<file path="config.mk">
export PLATFORM = sky130hd
export DESIGN_NAME = vga_sync_decoder
export DESIGN_NICKNAME = d
export VERILOG_FILES = /design/src/rtl/vga_dec_pkg.sv /design/src/rtl/vga_sync_edge.sv /design/src/rtl/vga_sync_decoder.sv
export SDC_FILE = /design/constraint.sdc
export NUM_CORES = 1
export LEC_CHECK = 0
export CORE_MARGIN = 5
export CORE_UTILIZATION = 53
export DETAILED_ROUTE_END_ITERATION = 10
export GPL_ROUTABILITY_DRIVEN = 0
export HOLD_SLACK_MARGIN = 0.08
export PLACE_DENSITY = 0.77
export SLEW_MARGIN = 25
export SYNTH_ARGS = -nofsm -noshare
export SYNTH_HDL_FRONTEND = slang
export SYNTH_SLANG_ARGS = --single-unit
</file>
<file path="constraint.sdc">
create_clock -name clk -period 4.2 [get_ports clk]
set_clock_uncertainty 0.1 [all_clocks]
set_input_delay 1.26 -clock clk [delete_from_list [all_inputs] [get_ports clk]]
set_output_delay 1.26 -clock clk [all_outputs]
set_load 0.05 [all_outputs]
</file>
<file path="src/rtl/vga_dec_pkg.sv">
// Shared timing defaults, derived line/frame geometry and FSM state type
// for the VGA sync decoder.
package vga_dec_pkg;

    localparam int DEF_H_ACTIVE    = 640;
    localparam int DEF_H_FP        = 16;
    localparam int DEF_H_SYNC      = 96;
    localparam int DEF_H_BP        = 48;
    localparam int DEF_V_ACTIVE    = 480;
    localparam int DEF_V_FP        = 10;
    localparam int DEF_V_SYNC      = 2;
    localparam int DEF_V_BP        = 33;
    localparam bit DEF_SYNC_POL    = 1'b0;
    localparam int DEF_LOCK_FRAMES = 2;

    localparam int DEF_H_TOTAL     = DEF_H_SYNC + DEF_H_BP + DEF_H_ACTIVE + DEF_H_FP;
    localparam int DEF_V_TOTAL     = DEF_V_SYNC + DEF_V_BP + DEF_V_ACTIVE + DEF_V_FP;
    localparam int DEF_H_ACT_START = DEF_H_SYNC + DEF_H_BP;
    localparam int DEF_H_ACT_END   = DEF_H_ACT_START + DEF_H_ACTIVE - 1;
    localparam int DEF_V_ACT_START = DEF_V_SYNC + DEF_V_BP;
    localparam int DEF_V_ACT_END   = DEF_V_ACT_START + DEF_V_ACTIVE - 1;

    typedef enum logic [1:0] {SEARCH, CHECK, LOCKED} dec_state_t;

    function automatic logic [15:0] sat_inc16(input logic [15:0] v);
        return (v == 16'hFFFF) ? v : v + 16'd1;
    endfunction

endpackage

</file>
<file path="src/rtl/vga_sync_edge.sv">
// Registered sync sample plus polarity-aware assertion-edge detect,
// advanced only on pixel-enable cycles.
module vga_sync_edge #(
    parameter bit SYNC_POL = 1'b0
) (
    input  logic clk,
    input  logic reset,
    input  logic pix_en,
    input  logic sync,
    output logic assert_edge
);

    logic prev;

    // NOTE: history resets to the deasserted level so a sync that is already
    // asserted when reset releases still produces exactly one edge.
    always_ff @(posedge clk) begin
        if (reset)
            prev <= ~SYNC_POL;
        else if (pix_en)
            prev <= sync;
    end

    assign assert_edge = pix_en && (sync == SYNC_POL) && (prev != SYNC_POL);

endmodule

</file>
<file path="src/rtl/vga_sync_decoder.sv">
// Recovers pixel coordinates, active-video and lock from an Hsynq/Vsynq pair.
// Define VGA_DEC_MEASURE_EN to add measured line/frame lengths and an error counter.
module vga_sync_decoder
    import vga_dec_pkg::*;
#(
    parameter int H_ACTIVE    = DEF_H_ACTIVE,
    parameter int H_FP        = DEF_H_FP,
    parameter int H_SYNC      = DEF_H_SYNC,
    parameter int H_BP        = DEF_H_BP,
    parameter int V_ACTIVE    = DEF_V_ACTIVE,
    parameter int V_FP        = DEF_V_FP,
    parameter int V_SYNC      = DEF_V_SYNC,
    parameter int V_BP        = DEF_V_BP,
    parameter bit SYNC_POL    = DEF_SYNC_POL,
    parameter int LOCK_FRAMES = DEF_LOCK_FRAMES
) (
    input  logic        clk,
    input  logic        reset,
    input  logic        pix_en,
    input  logic        Hsynq,
    input  logic        Vsynq,
    output logic [15:0] x,
    output logic [15:0] y,
    output logic        active,
    output logic        frame_start,
    output logic        locked,
    output logic        sync_err
`ifdef VGA_DEC_MEASURE_EN
    ,
    output logic [15:0] h_total_meas,
    output logic [15:0] v_total_meas,
    output logic [7:0]  err_count
`endif
);

    localparam logic [16:0] H_TOTAL     = 17'(H_SYNC + H_BP + H_ACTIVE + H_FP);
    localparam logic [16:0] V_TOTAL     = 17'(V_SYNC + V_BP + V_ACTIVE + V_FP);
    localparam logic [15:0] H_ACT_START = 16'(H_SYNC + H_BP);
    localparam logic [15:0] H_ACT_END   = 16'(H_SYNC + H_BP + H_ACTIVE - 1);
    localparam logic [15:0] V_ACT_START = 16'(V_SYNC + V_BP);
    localparam logic [15:0] V_ACT_END   = 16'(V_SYNC + V_BP + V_ACTIVE - 1);
    localparam logic [3:0]  LOCK_N      = 4'(LOCK_FRAMES);

    dec_state_t  state, state_nxt;
    logic [15:0] h_cnt, v_cnt, h_cnt_nxt, v_cnt_nxt;
    logic [3:0]  good_cnt, good_cnt_nxt;
    logic        h_seen, h_seen_nxt;
    logic        h_edge, v_edge;
    logic        line_bad, frame_bad, err_nxt, locked_nxt, in_active;

    vga_sync_edge #(.SYNC_POL(SYNC_POL)) u_h_edge (
        .clk(clk), .reset(reset), .pix_en(pix_en), .sync(Hsynq), .assert_edge(h_edge)
    );

    vga_sync_edge #(.SYNC_POL(SYNC_POL)) u_v_edge (
        .clk(clk), .reset(reset), .pix_en(pix_en), .sync(Vsynq), .assert_edge(v_edge)
    );

    // The first line after reset is partial, so h_seen gates the line check.
    assign line_bad  = h_edge && h_seen && (({1'b0, h_cnt} + 17'd1) != H_TOTAL);
    assign frame_bad = v_edge && (({1'b0, v_cnt} + 17'd1) != V_TOTAL);

    // NOTE: every output of this block gets a default first so no latch is inferred.
    always_comb begin
        h_cnt_nxt    = h_cnt;
        v_cnt_nxt    = v_cnt;
        h_seen_nxt   = h_seen;
        state_nxt    = state;
        good_cnt_nxt = good_cnt;
        err_nxt      = 1'b0;
        if (pix_en) begin
            h_cnt_nxt = h_edge ? 16'd0 : sat_inc16(h_cnt);
            if (v_edge)
                v_cnt_nxt = 16'd0;
            else if (h_edge)
                v_cnt_nxt = sat_inc16(v_cnt);
            if (h_edge)
                h_seen_nxt = 1'b1;
            case (state)
                SEARCH: begin
                    if (v_edge) begin
                        state_nxt    = CHECK;
                        good_cnt_nxt = 4'd0;
                    end
                end
                CHECK: begin
                    if (line_bad || frame_bad) begin
                        state_nxt = SEARCH;
                        err_nxt   = 1'b1;
                    end else if (v_edge) begin
                        good_cnt_nxt = good_cnt + 4'd1;
                        if (good_cnt + 4'd1 == LOCK_N)
                            state_nxt = LOCKED;
                    end
                end
                LOCKED: begin
                    if (line_bad || frame_bad || (!h_edge && h_cnt == 16'hFFFF)) begin
                        state_nxt = SEARCH;
                        err_nxt   = 1'b1;
                    end
                end
                default: state_nxt = SEARCH;
            endcase
        end
    end

    assign locked_nxt = (state_nxt == LOCKED);
    assign in_active  = locked_nxt
                     && (h_cnt_nxt >= H_ACT_START) && (h_cnt_nxt <= H_ACT_END)
                     && (v_cnt_nxt >= V_ACT_START) && (v_cnt_nxt <= V_ACT_END);

    always_ff @(posedge clk) begin
        if (reset) begin
            state       <= SEARCH;
            h_cnt       <= 16'd0;
            v_cnt       <= 16'd0;
            good_cnt    <= 4'd0;
            h_seen      <= 1'b0;
            x           <= 16'd0;
            y           <= 16'd0;
            active      <= 1'b0;
            locked      <= 1'b0;
            frame_start <= 1'b0;
            sync_err    <= 1'b0;
        end else begin
            state       <= state_nxt;
            h_cnt       <= h_cnt_nxt;
            v_cnt       <= v_cnt_nxt;
            good_cnt    <= good_cnt_nxt;
            h_seen      <= h_seen_nxt;
            frame_start <= v_edge;
            sync_err    <= err_nxt;
            if (pix_en) begin
                locked <= locked_nxt;
                active <= in_active;
                x      <= in_active ? h_cnt_nxt - H_ACT_START : 16'd0;
                y      <= in_active ? v_cnt_nxt - V_ACT_START : 16'd0;
            end
        end
    end

`ifdef VGA_DEC_MEASURE_EN
    always_ff @(posedge clk) begin
        if (reset) begin
            h_total_meas <= 16'd0;
            v_total_meas <= 16'd0;
            err_count    <= 8'd0;
        end else begin
            if (h_edge)
                h_total_meas <= h_cnt + 16'd1;
            if (v_edge)
                v_total_meas <= v_cnt + 16'd1;
            if (err_nxt && err_count != 8'hFF)
                err_count <= err_count + 8'd1;
        end
    end
`endif

endmodule
</file>
==> results.md <==
Setup path:
- The critical-path maximum fanout is 13.
- By instance count, the cell type seen most on the critical path is sky130_fd_sc_hd__buf_4.
- Data on the critical path is required at its endpoint by ~4.4 ns.
- The startpoint type of the worst setup path is a primary input.
- The signal on the critical path passes through clkdlybuf4s50_1 > buf_4 > and3b_1 > buf_4 > nand3_1 > o21a_1 > o31ai_1 > nor2b_1 > a41o_1 > o2111ai_2 > buf_4 > o21ai_0.
- The type of destination of the critical path is a register.
- Data on the critical path arrives at its endpoint at approximately 4.2 ns.
- The critical path's slowest cell is sky130_fd_sc_hd__clkdlybuf4s50_1.
- The setup path with the least slack is of type in2reg.
- Broken down by cell family, the worst path's largest delay share belongs to buffers and inverters.
- The count of buffering cells on the critical path with inverters included is 4.
- On the worst path, the slowest cell contributes a delay of 0.51 ns.

STA:
- Setup repair after global routing left no endpoint under its margin.
- Across all hold checks on the routed design, the worst slack comes to approximately 0.35 ns.
- The final-report max-slew violation count is 0.
- The worst pin sits at a relative slew slack of a little under three fifths.
- The peak clock frequency supported by timing is approximately 250 MHz.
- Setup violations remaining at the end of the flow were counted as 0.
- For the final routed database, the setup TNS stands at 0 ns.
- Subtracting the final worst setup slack from the clock period gives between 4 and 5 ns.
- The worst path meets setup with 0.168 ns of slack.
- The final-report hold violation count is 0.
- The worst path uses a little over nine tenths of the clock period.
- The transition time at the pin with the least slew margin is approximately 0.63 ns.

Route:
- After detailed routing, the number of remaining DRC violations is 0.
- After detailed routing, the met3 layer carries 1.31 mm of wire.
- The first TritonRoute pass finished after 5 iterations.
- The count of routing violations after the opening detailed-route iteration is 542.
- The post-route met1 wirelength is ~6.2 mm.
- Dividing the detail-routed wire length by the instance count gives 16.9 µm.
- Routed signal wires occupy layers up through met4.
- The routed design uses 5.95 mm of met2 wire.
- For this block, the via count after detailed routing is approximately 5.1k.
- The number of antenna-violating nets in the routed design is 0.
- Using the TritonRoute via totals, the vias-per-cell ratio works out to approximately 6.3.
- After detailed routing, the total wire length is 13.8 mm.

Global routing:
- The number of antenna violations at the first check in global routing came to 0.
- The wire length of the first global-routing pass is 23.0 mm.
- The number of global-route vias before repair came to around 4.8k.
- The maximum number of pins on one net before global-route repair is 47.
- The overall track demand over capacity in global routing is 24.8%.
- Summed over all layers, the global routing overflow is 0.

Synthesis:
- The synthesized design contains between 70 and 80 register bits.
- The synthesized instance count is 625.
- For this run, the leading register cell type out of synthesis is sky130_fd_sc_hd__dfxtp_1.
- The Yosys step of the flow raised 0 warnings.
- In this run, synthesis inferred 0 flip-flops with an integrated enable.
- The share of the Yosys chip area taken by registers is 31.5%.
- The most frequently used cell type in the post-synthesis netlist is sky130_fd_sc_hd__dfxtp_1.
- Yosys attributes the largest share of cell area to sky130_fd_sc_hd__dfxtp_1 32%, sky130_fd_sc_hd__nand2_1 4.9%, sky130_fd_sc_hd__nor2_1 4.4%.
- The biggest area contributor in the post-synthesis netlist is sky130_fd_sc_hd__dfxtp_1.
- In this run the cell area of the synthesized design comes to 4890 µm².
- The post-synthesis async set-or-reset flop share is 0%.
- Counting distinct cell types in the post-synthesis netlist gives 73.
- The average cell area after synthesis is about 8 µm².
- In the synthesized netlist, the cells that appear most often are 77 x sky130_fd_sc_hd__dfxtp_1, 64 x sky130_fd_sc_hd__nand2_1, 58 x sky130_fd_sc_hd__nor2_1, 33 x sky130_fd_sc_hd__nand3_1, 31 x sky130_fd_sc_hd__o21ai_0.
- The top-area cell type share of the netlist area is approximately a third.
- The synthesized net count is around 650.

CTS:
- The deepest level of the CTS H-tree is 3.
- The tree is rooted in a sky130_fd_sc_hd__clkbuf_8.
- For this design, the CTS-stage hold fixing added 0 buffers.
- The clock latency on the worst-skew pair is between 0.3 and 0.4 ns.
- The clock input transition at the sequential cells of the worst setup and hold paths is about 0.090 ns.
- The number of clock sinks seen by CTS is 77.
- The clock passes through at most 2 buffers.
- TritonCTS created 9 clock buffers.
- The CTS tree is built.

Placement:
- Detailed placement finished with a half-perimeter wire length of 10.3 mm.
- The worst slack at placement is -0.124 ns.
- The count of buffers from port buffering is 40.

Power:
- The power density relative to cell area is between 200 and 250 nW/µm².
- The worst supply voltage drop on vdd is around 0.12 mV.
- The total chip power is 1.38 mW.
- The total leakage power is between 2 and 2.5 nW.

Die:
- In this run the standard cell core region covers between 9000 and 10,000 µm².
- The die covers around 11,000 µm².
- The die boundary height is between 100 and 150 µm.
- The x dimension of the die is 106 µm.
- The floorplan has 35 rows.
- 41 I/O pins were placed.
- The effective utilization at floorplan is 53.7%.

Final layout:
- The antenna diode count is 0.
- From synthesis to final layout, the design area changed by 21.8%.
- The layout cell share with drive strength beyond 1 is roughly 15%.
- The final layout contains around 720 nets.
- Counting the fill cells in the layout gives 801.

Job:
- Max-cap violations in this run came to 0.

Outcome:
- The run finished with clean final reports.

Hold path:
- The worst min-delay path class is reg2reg.
[cells in the final DEF (no fill, tap or decap), types with 4 or more instances in the layout]
cell type,count
sky130_fd_sc_hd__a211o_1,5
sky130_fd_sc_hd__a211oi_1,4
sky130_fd_sc_hd__a21oi_1,19
sky130_fd_sc_hd__a31oi_1,7
sky130_fd_sc_hd__a41o_1,4
sky130_fd_sc_hd__and2_1,6
sky130_fd_sc_hd__and3_1,6
sky130_fd_sc_hd__and4_1,7
sky130_fd_sc_hd__buf_4,69
sky130_fd_sc_hd__clkbuf_8,9
sky130_fd_sc_hd__clkdlybuf4s50_1,40
sky130_fd_sc_hd__dfxtp_1,77
sky130_fd_sc_hd__ha_1,15
sky130_fd_sc_hd__inv_1,15
sky130_fd_sc_hd__mux2i_1,7
sky130_fd_sc_hd__nand2_1,64
sky130_fd_sc_hd__nand2b_1,6
sky130_fd_sc_hd__nand3_1,33
sky130_fd_sc_hd__nand4_1,18
sky130_fd_sc_hd__nor2_1,57
sky130_fd_sc_hd__nor2b_1,18
sky130_fd_sc_hd__nor3_1,19
sky130_fd_sc_hd__nor4_1,14
sky130_fd_sc_hd__o211ai_1,4
sky130_fd_sc_hd__o21a_1,4
sky130_fd_sc_hd__o21ai_0,31
sky130_fd_sc_hd__o21ai_1,19
sky130_fd_sc_hd__o31ai_1,8
sky130_fd_sc_hd__or2_2,4
sky130_fd_sc_hd__or3_1,4
sky130_fd_sc_hd__or4_1,4
sky130_fd_sc_hd__xnor2_1,24
sky130_fd_sc_hd__xor2_1,10
[stage by stage]
| step | utilization [%] | instances | cell area, µm² |
|---|---|---|---|
| 2_1_floorplan | - | 625 | 4900 |
| 3_3_place_gp | 63.2 | 796 | 5750 |
| 3_5_place_dp | 63.2 | 796 | 5750 |
| 4_1_cts | 65.1 | 812 | 5930 |
| 5_1_grt | 65.4 | 815 | 5960 |
| 6_report | 65.4 | 815 | 5960 |
[cells by family after synthesis]
group                    share of synthesized area [%]
AND/OR/NAND/NOR                                   30.5
buffers and inverters                             5.32
adder cells (fa/ha/maj)                           3.84
XOR/XNOR                                          6.09
AO/OA/AOI/OAI                                     20.9
flip-flops                                        31.5
multiplexers                                      1.89
[what timing repair did]
item                       in CTS  in global routing
setup buffers                   0                  3
setup endpoints to repair       0                  9
gates resized for setup         0                  2
[sequential cells by signal, summed over array words and instances (netlist names)]
signal / flops
state: 2
sync_err: 1
h_seen: 1
good_cnt: 4
v_cnt: 16
y: 16
h_cnt: 16
locked: 1
frame_start: 1
u_h_edge.prev: 1
active: 1
x: 16
u_v_edge.prev: 1
[tightest hold or removal path, delay by kind of cell, from the launching register on]
kind / cells / cell delay (ns)
AO/OA/AOI/OAI: 1 / 0.05
flip-flops: 1 / 0.32
AND/OR/NAND/NOR: 1 / 0.05
[final timing paths]
path / start / endpoint / slack [ns] / cells after the start
worst max-delay path: pix_en / y[4] / 0.17 / 12
worst min-delay path: x[7] / x[7] / 0.35 / 2
worst min register to register: x[7] / x[7] / 0.35 / 2
worst max register to register: h_cnt[0] / x[2] / 0.30 / 13
[power by group]
part / internal [mW] / total [mW] / leakage [nW] / switching, mW
clock network: 0.215 / 0.513 / 0.0816 / 0.297
registers: 0.735 / 0.745 / 0.621 / 0.00957
logic: 0.0481 / 0.121 / 1.60 / 0.0730
[per-layer routing]
layer,up-vias,GRT usage [%]
li1,2434,-
met1,2339,34.2
met2,303,38.4
met3,43,4.86
met4,0,9.16
met5,-,0
[area by class of cell]
class | count | area (µm²) | share of cell area, %
inverter | 15 | 56.3 | 0.945
clock buffer | 9 | 124 | 2.08
clock inverter | 7 | 50.0 | 0.840
tap | 111 | 139 | 2.33
multi-input combinational | 486 | 3110 | 52.2
timing repair buffer | 110 | 938 | 15.7
sequential | 77 | 1540 | 25.9
Power figures use the tool's default switching activity.
